$ cat src/rtl/bus_decode.sv
// 68000 address decoder and bus-cycle supervisor: chip selects, boot overlay
// and a /BERR watchdog for unmapped or unanswered accesses.
module bus_decode #(
    parameter int BOOT_CYCLES  = 4,
    parameter int BERR_TIMEOUT = 64,
    parameter int CNT_W        = 7
) (
    input  logic       clk,
    input  logic       reset,
    input  logic [4:0] addr,
    input  logic [2:0] fc,
    input  logic       as_n,
    input  logic       uds_n,
    input  logic       lds_n,
    input  logic       rw,
    input  logic       dtack_n,
    output logic       ram_evn_cs,
    output logic       ram_odd_cs,
    output logic       rom_evn_cs,
    output logic       rom_odd_cs,
    output logic       duart_cs,
    output logic       berr_n,
    output logic       overlay
);

    localparam int BOOT_W = $clog2(BOOT_CYCLES + 1);
    localparam logic [BOOT_W-1:0] BOOT_LAST = BOOT_W'(BOOT_CYCLES);
    localparam logic [CNT_W-1:0]  TIMEOUT   = CNT_W'(BERR_TIMEOUT);
    localparam logic [CNT_W-1:0]  CNT_MAX   = '1;

    typedef enum logic [1:0] {
        WD_IDLE,
        WD_ACTIVE,
        WD_BERR
    } wd_state_t;

    logic              is_ram;
    logic              is_rom;
    logic              is_duart;
    logic              iack;
    logic              unmapped;
    logic              redirect;

    logic              as_n_q, as_n_d;
    logic              rw_last_q, rw_last_d;
    logic              rom_seen_q, rom_seen_d;
    logic [BOOT_W-1:0] boot_cnt_q, boot_cnt_d;
    logic [BOOT_W-1:0] boot_inc;
    logic              overlay_q, overlay_d;
    logic              as_rise;

    wd_state_t         wd_state_q, wd_state_d;
    logic [CNT_W-1:0]  wd_cnt_q, wd_cnt_d;
    logic              berr_n_q, berr_n_d;

    always_comb begin
        is_ram   = (addr[4:1] == 4'b0000);
        is_rom   = (addr == 5'b11100);
        is_duart = (addr == 5'b11101);
        iack     = (fc == 3'b111);
        unmapped = !iack && !(is_ram || is_rom || is_duart);
        redirect = overlay_q && rw && is_ram;
    end

    // Selects are purely combinational so they release in the cycle as_n rises.
    always_comb begin
        ram_evn_cs = 1'b1;
        ram_odd_cs = 1'b1;
        rom_evn_cs = 1'b1;
        rom_odd_cs = 1'b1;
        duart_cs   = 1'b1;
        if (reset && !as_n && !iack) begin
            if (is_ram && !redirect) begin
                ram_evn_cs = uds_n;
                ram_odd_cs = lds_n;
            end
            if (is_rom || redirect) begin
                rom_evn_cs = uds_n;
                rom_odd_cs = lds_n;
            end
            if (is_duart) begin
                duart_cs = 1'b0;
            end
        end
    end

    always_comb begin
        as_n_d     = as_n;
        as_rise    = as_n && !as_n_q;
        rw_last_d  = as_n ? rw_last_q : rw;
        rom_seen_d = as_n ? 1'b0 : (rom_seen_q || (is_rom && !iack));
        boot_inc   = boot_cnt_q + BOOT_W'(1);
        boot_cnt_d = boot_cnt_q;
        overlay_d  = overlay_q;
        if (as_rise && overlay_q) begin
            if (rw_last_q) begin
                boot_cnt_d = boot_inc;
                if (boot_inc == BOOT_LAST) begin
                    overlay_d = 1'b0;
                end
            end
            if (rom_seen_q) begin
                overlay_d = 1'b0;
            end
        end
    end

    // Watchdog: dtack_n low freezes the count; the count saturates at all-ones.
    always_comb begin
        wd_state_d = wd_state_q;
        wd_cnt_d   = wd_cnt_q;
        if (as_n) begin
            wd_state_d = WD_IDLE;
            wd_cnt_d   = '0;
        end else begin
            case (wd_state_q)
                WD_IDLE: begin
                    wd_cnt_d   = CNT_W'(1);
                    wd_state_d = unmapped ? WD_BERR : WD_ACTIVE;
                end
                WD_ACTIVE: begin
                    if (unmapped) begin
                        wd_state_d = WD_BERR;
                    end else if (!dtack_n) begin
                        wd_cnt_d = wd_cnt_q;
                    end else if (wd_cnt_q == TIMEOUT) begin
                        wd_state_d = WD_BERR;
                    end else if (wd_cnt_q != CNT_MAX) begin
                        wd_cnt_d = wd_cnt_q + CNT_W'(1);
                    end
                end
                WD_BERR: begin
                    wd_state_d = WD_BERR;
                end
                default: begin
                    wd_state_d = WD_IDLE;
                end
            endcase
        end
        berr_n_d = (wd_state_d != WD_BERR);
    end

    always_ff @(posedge clk or negedge reset) begin
        if (!reset) begin
            as_n_q     <= 1'b1;
            rw_last_q  <= 1'b0;
            rom_seen_q <= 1'b0;
            boot_cnt_q <= '0;
            overlay_q  <= 1'b1;
            wd_state_q <= WD_IDLE;
            wd_cnt_q   <= '0;
            berr_n_q   <= 1'b1;
        end else begin
            as_n_q     <= as_n_d;
            rw_last_q  <= rw_last_d;
            rom_seen_q <= rom_seen_d;
            boot_cnt_q <= boot_cnt_d;
            overlay_q  <= overlay_d;
            wd_state_q <= wd_state_d;
            wd_cnt_q   <= wd_cnt_d;
            berr_n_q   <= berr_n_d;
        end
    end

    assign berr_n  = berr_n_q;
    assign overlay = overlay_q;

endmodule

$ cat config.mk
export PLATFORM = sky130hd
export DESIGN_NAME = bus_decode
export DESIGN_NICKNAME = d
export VERILOG_FILES = /design/src/rtl/bus_decode.sv
export SDC_FILE = /design/constraint.sdc
export NUM_CORES = 1
export LEC_CHECK = 0
export CAP_MARGIN = 20
export CELL_PAD_IN_SITES_DETAIL_PLACEMENT = 2
export CELL_PAD_IN_SITES_GLOBAL_PLACEMENT = 2
export CORE_ASPECT_RATIO = 0.8
export CORE_MARGIN = 10
export CORE_UTILIZATION = 32
export DETAILED_ROUTE_END_ITERATION = 7
export PLACE_DENSITY_LB_ADDON = 0.05
export SYNTH_ARGS = -nofsm -noshare
export SYNTH_HDL_FRONTEND = slang
export SYNTH_SLANG_ARGS = --single-unit
$ cat constraint.sdc
create_clock -name clk -period 3.4 [get_ports clk]
set_input_delay 0.68 -clock clk [delete_from_list [all_inputs] [get_ports clk]]
set_output_delay 0.68 -clock clk [all_outputs]
set_load 0.005 [all_outputs]
======== Word level (Yosys, flattened, before mapping) ========
Cells that the tools add are included.
word-level totals
  register bits after elaboration ......... 17
  input bits .............................. 15
  output and inout port bits .............. 7
  word-level logic and storage cells ...... 75
operators by class
  $add $sub $neg .......................... 2
  eq/ne operators ......................... 13
  multiplexer cells ....................... 26
  reduce and logical (&&, ||, !) cells .... 26
operator list
  operator                                                         number
  7-bit 2-to-1 mux                                                 5
  1-bit 2-to-1 mux                                                 14
  7-bit case mux with 2 select lines                               1
  3-bit inequality test, second input constant                     4
  5-bit == test, second input constant                             2
  2-bit 2-to-1 mux                                                 5
  1-bit logical AND                                                9
  7-bit by 1-bit adder with 7-bit output, second input constant    1
  7-bit == test, second input constant                             1
  7-bit inequality test, second input constant                     1
  3-bit == test, second input constant                             2
  2-bit case mux with 3 select lines                               1
  1-bit zero test                                                  5
  5-bit AND reduction                                              1
  4-bit zero test                                                  1
  1-bit logical OR                                                 4
  2-bit nonzero test                                               2
  3-bit by 1-bit adder with 3-bit output, second input constant    1
  3-bit AND reduction                                              1
  3-bit nonzero test                                               1
  2-bit by 1-bit == test with 1-bit output, second input constant  1
  2-bit == test, second input constant                             1
  2-bit zero test                                                  1
  2-bit inequality test, second input constant                     1
  2-bit AND reduction                                              1

======== Longest topological paths before layout ========
Gate-level depths: netlist of the first run.
  depth in word-level cells ............... 9
  mapped depth ............................ 6
  depth with buffers taken out ............ 6

======== Worst setup path after synthesis of the first run ========
Ideal clock, no wire load.
  kind .................................... input to register
  start ................................... in addr[2]
  end ..................................... reg wd_cnt_q[5]
  data arrival time ....................... 2.179 ns
  required time ........................... 3.322 ns
  path slack .............................. 1.143 ns
  stages on the path ...................... 5
  path buffers ............................ 0
  cell sequence ........................... or4_4 > a31oi_4 > nand4_4 > or4_1 > a21oi_1
between the ends
  cells in the longest elaborated chain, start to end .. 7
RTL lines
  what                                              RTL line  RTL
  start: declaration                                10        input logic [4:0] addr,
  5-bit == test or 4-bit zero test (tied branches)  58, 57
  1-bit logical OR                                  61        unmapped = !iack && !(is_ram || is_rom || is_duart);
  1-bit logical OR (*)                              61
  1-bit zero test (*)                               61
  1-bit logical AND (*)                             61
  3-bit inequality test (no line) (*)               n/a
  5-bit AND reduction (no line) (*)                 n/a
  end signal: assignment                            160       wd_cnt_q <= wd_cnt_d;
  end: declaration                                  53        logic [CNT_W-1:0] wd_cnt_q, wd_cnt_d;
Mark *: on every way between the ends. The rest lies on a longest branch, timed or not.
A chain may end at the register's enable or synchronous reset.

======== Worst setup path in the final report of the first run ========
  start ................................... in addr[2]
  end ..................................... out rom_evn_cs
between the ends
  cells in the longest elaborated chain, start to end .. 5
RTL lines
  what                  RTL line  RTL
  4-bit zero test       57        is_ram = (addr[4:1] == 4'b0000);
  1-bit logical AND     62        redirect = overlay_q && rw && is_ram;
  1-bit logical OR (*)  77        if (is_rom || redirect) begin
  1-bit 2-to-1 mux (*)  77
  1-bit 2-to-1 mux (*)  72        if (reset && !as_n && !iack) begin
  end: declaration      19        output logic rom_evn_cs,
Marks and branches as above.

==> results of run 1 <==
logic make-up after synthesis:
family / Yosys count
AND/OR/NAND/NOR: 43
AO/OA/AOI/OAI: 22
adder cells (fa/ha/maj): 4
XOR/XNOR: 3
buffers and inverters: 10
flip-flops: 17
multiplexers: 3
worst register-to-register path, cell delays in order (launching register included):
cell	delay [ns]
dfrtp_1	0.42
inv_1	0.10
ha_1	0.23
nand4_1	0.20
nand4_4	0.20
or4_1	0.50
a21oi_1	0.17
sequential cells by signal (all words and copies together), names as in the netlist:
name        count
berr_n          1
rom_seen_q      1
rw_last_q       1
wd_state_q      2
as_n_q          1
overlay         1
wd_cnt_q        7
boot_cnt_q      3
synthesized netlist by cell type, types with 2 or more instances:
library cell and number:
dfrtp_1 14, nand2_1 12, nor2_1 10, inv_1 7, nand3_1 7, a21oi_1 5, ha_1 4, dfstp_2 3
nand4_1 3, or4_1 3, a211o_1 2, mux2_2 2, o211ai_1 2, o21ai_0 2, or3_1 2, xnor2_1 2
layer usage:
| layer | part of all wire (%) | global-route usage (%) | vias to the layer above |
|---|---|---|---|
| met2 | 42 | 17.1 | 23 |
| met3 | 5.7 | 3.75 | 2 |
| met4 | 0.57 | 2.25 | 0 |
| li1 | - | - | 423 |
| met5 | 0 | 0 | - |
| met1 | 51 | 15.8 | 437 |
cell type report:
cell class,count,area [um2]
Clock buffer,3,41.3
Clock inverter,1,7.51
Fill cell,322,1560
Inverter,7,26.3
Multi-Input combinational cell,75,509
Sequential cell,17,429
Tap cell,38,47.5
Timing Repair Buffer,23,225
path summary, 6_finish.rpt:
check	from	endpoint	cells past startpoint
max	addr[2]	rom_evn_cs	5
min	overlay	overlay	1
max reg2reg	wd_cnt_q[0]	wd_cnt_q[5]	6
min reg2reg	overlay	overlay	1
max in group asynchronous	reset	berr_n	2
min in group asynchronous	reset	boot_cnt_q[2]	2
cells in the final DEF, fill, tap and decap left out, types with 4 or more instances in the layout:
cell type / Yosys / final
clkdlybuf4s50_1: 0 / 21
dfrtp_1: 14 / 14
nand2_1: 12 / 12
nor2_1: 10 / 10
nand3_1: 7 / 7
inv_1: 7 / 7
a21oi_1: 5 / 5
ha_1: 4 / 4
power groups by stage:
stage / logic (mW) / clock network (mW) / registers [mW]
after floorplan: 0.0274 / 0 / 0.217
after global placement: 0.0561 / 0 / 0.220
after detailed placement: 0.0578 / 0 / 0.221
after CTS: 0.0595 / 0.165 / 0.218
after global routing: 0.0650 / 0.179 / 0.219
final: 0.0590 / 0.163 / 0.217
==> out/summary.txt, run 1 <==
Net load switching power - 0.119 mW
Row Count - 17
Xor/xnor cell area share of the yosys netlist - 2.66%
Design area - 1290 um2
HPWL Detailed - 2450 um
Crit path top cell by count - clkdlybuf4s50_1
Time the worst path needs with I/O delays and setup - 3.09 ns
Dpl ws - 0.309 ns
Clk_lat worst skew - 0.26 ns
P_leak - 0.517 nW
Number of diodes - 0
Clock power share - 37.1%
Area share of the largest cell type after synthesis - 35.5%
Worst-path clk slew - 0.08 ns
Nets - 146
Total core area - 2850 um2
VDD IR max - 216 uV
Area share of and/or/nand/nor cells after synthesis - 23.8%
Worst-margin pin slew - 0.510 ns
Vias in the first global route - 927
Maximum clock rate - 324 MHz
Logic pwr share - 13.4%
Compound-Gate Fraction of Synth Area - 16.7%
Max Cap Violations - 0
Mapped Area - 987 um2
CTS tree - built
Port bufs - 21
Syn_nets - 121
Setup TNS Final - 0 ns
Setup Fix Bufs, Post-CTS - 0
Placed cells - 160
Initial Util - 34.6%
First-pass GRT wire length - 5090 um
Register bit count reported by yosys - 17
Overall Global Routing Usage - 11.5%
Netlist cell types - 38
Post-Synth Adder-Cell Area - 5.07%
Main synth FF type - dfrtp_1
Share of cells above drive strength 1 - 11.9%
Gr ovfl total - 0
Layout Area Growth over Synthesis - 30.3%
Die X - 82.1 um
Yosys synthesis warning count - 0
Relative slew slack - 65.6%
Drt pass-1 iters - 4
Crit path cell chain - clkdlybuf4s50_1 -> or4_4 -> o22ai_1 -> nand2_1 -> clkdlybuf4s50_1
Synth async-reset ratio - 100%
DP Area - 1240 um2
Crit path max fanout - 4
Area leader, netlist - dfrtp_1
Sequential-to-total area share from yosys stat - 43.5%
Gate Count Post-Synth - 102
Hold WC Path Type - reg2reg
Cell family with most CP delay - buffers and inverters
Routed Antenna Nets - 0
Avg Cell Area, Syn - 9.68 um2
Arrival time worst endpoint - 2.41 ns
Tcrit/Tclk final - 90.9%
Vias - 885
GPL Wtd Cong - 0.741
Power Density - 342 nW/um2
Cell internal pwr - 0.321 mW
Largest net degree at the start of global routing - 18
Iteration-0 DRC Markers - 46
Full die area - 5720 um2
Outcome - complete, no violations
CP Capture Type - output pin
Synth area leaders - dfrtp_1 35%, dfstp_2 8.0%, ha_1 5.1%
Post-CTS resize count - 0
Routed len/inst - 19.2 um
Fin Hold WS - 0.517 ns
WL final - 3150 um
DRC Markers - 0
Setup violators final - 0
Cell Count, Final, Fillers Out - 164
CP bufs+invs - 2
Combinational family with the most area after synthesis - simple AND/OR/NAND/NOR gates
Slew Limit Fails - 0
Net Sw Frac - 27.0%
Worst Skew - 0.00469 ns
Slowest stage cell, crit path - or4_4
Maximum clock path buffer count - 2
RSZ-0062 raised after global routing - no
H-tree levels - 1
Final Total Pwr - 0.439 mW
CTS sink count - 17
Slowest stage delay, CP - 0.59 ns
Worst EP required - 2.72 ns
Worst Setup Start Kind - primary input
Share of the core filled with cells - 45.1%
Sequential Power Share - 49.5%
Worst Setup Slack, final - 0.311 ns
Io pins - 22
Crit Path Category - in2out
CTS Hold Buffers Added - 0
Number of synthesized flops with an enable pin - 0
R2r setup slk - 1.50 ns
Die height - 69.7 um
Final hold viol count - 0
Root Driver - clkbuf_8
Mux cell area share after synthesis - 3.30%
TritonCTS Buffers - 3
Vias per std cell - 5.40
Initial antenna violation count - 0
No activity file was read; power rests on OpenSTA's default activity.
==> inputs of run 2 (changes only) <==
Settings changed: HOLD_SLACK_MARGIN set to 0.06.
==> results of run 2 <==
The final DEF is identical to that of run 1; final timing and power are the same.
==> inputs of run 3 (changes only) <==
Settings changed: TNS_END_PERCENT set to 20.
==> results of run 3 <==
The final DEF is identical to that of run 1; final timing and power are the same.
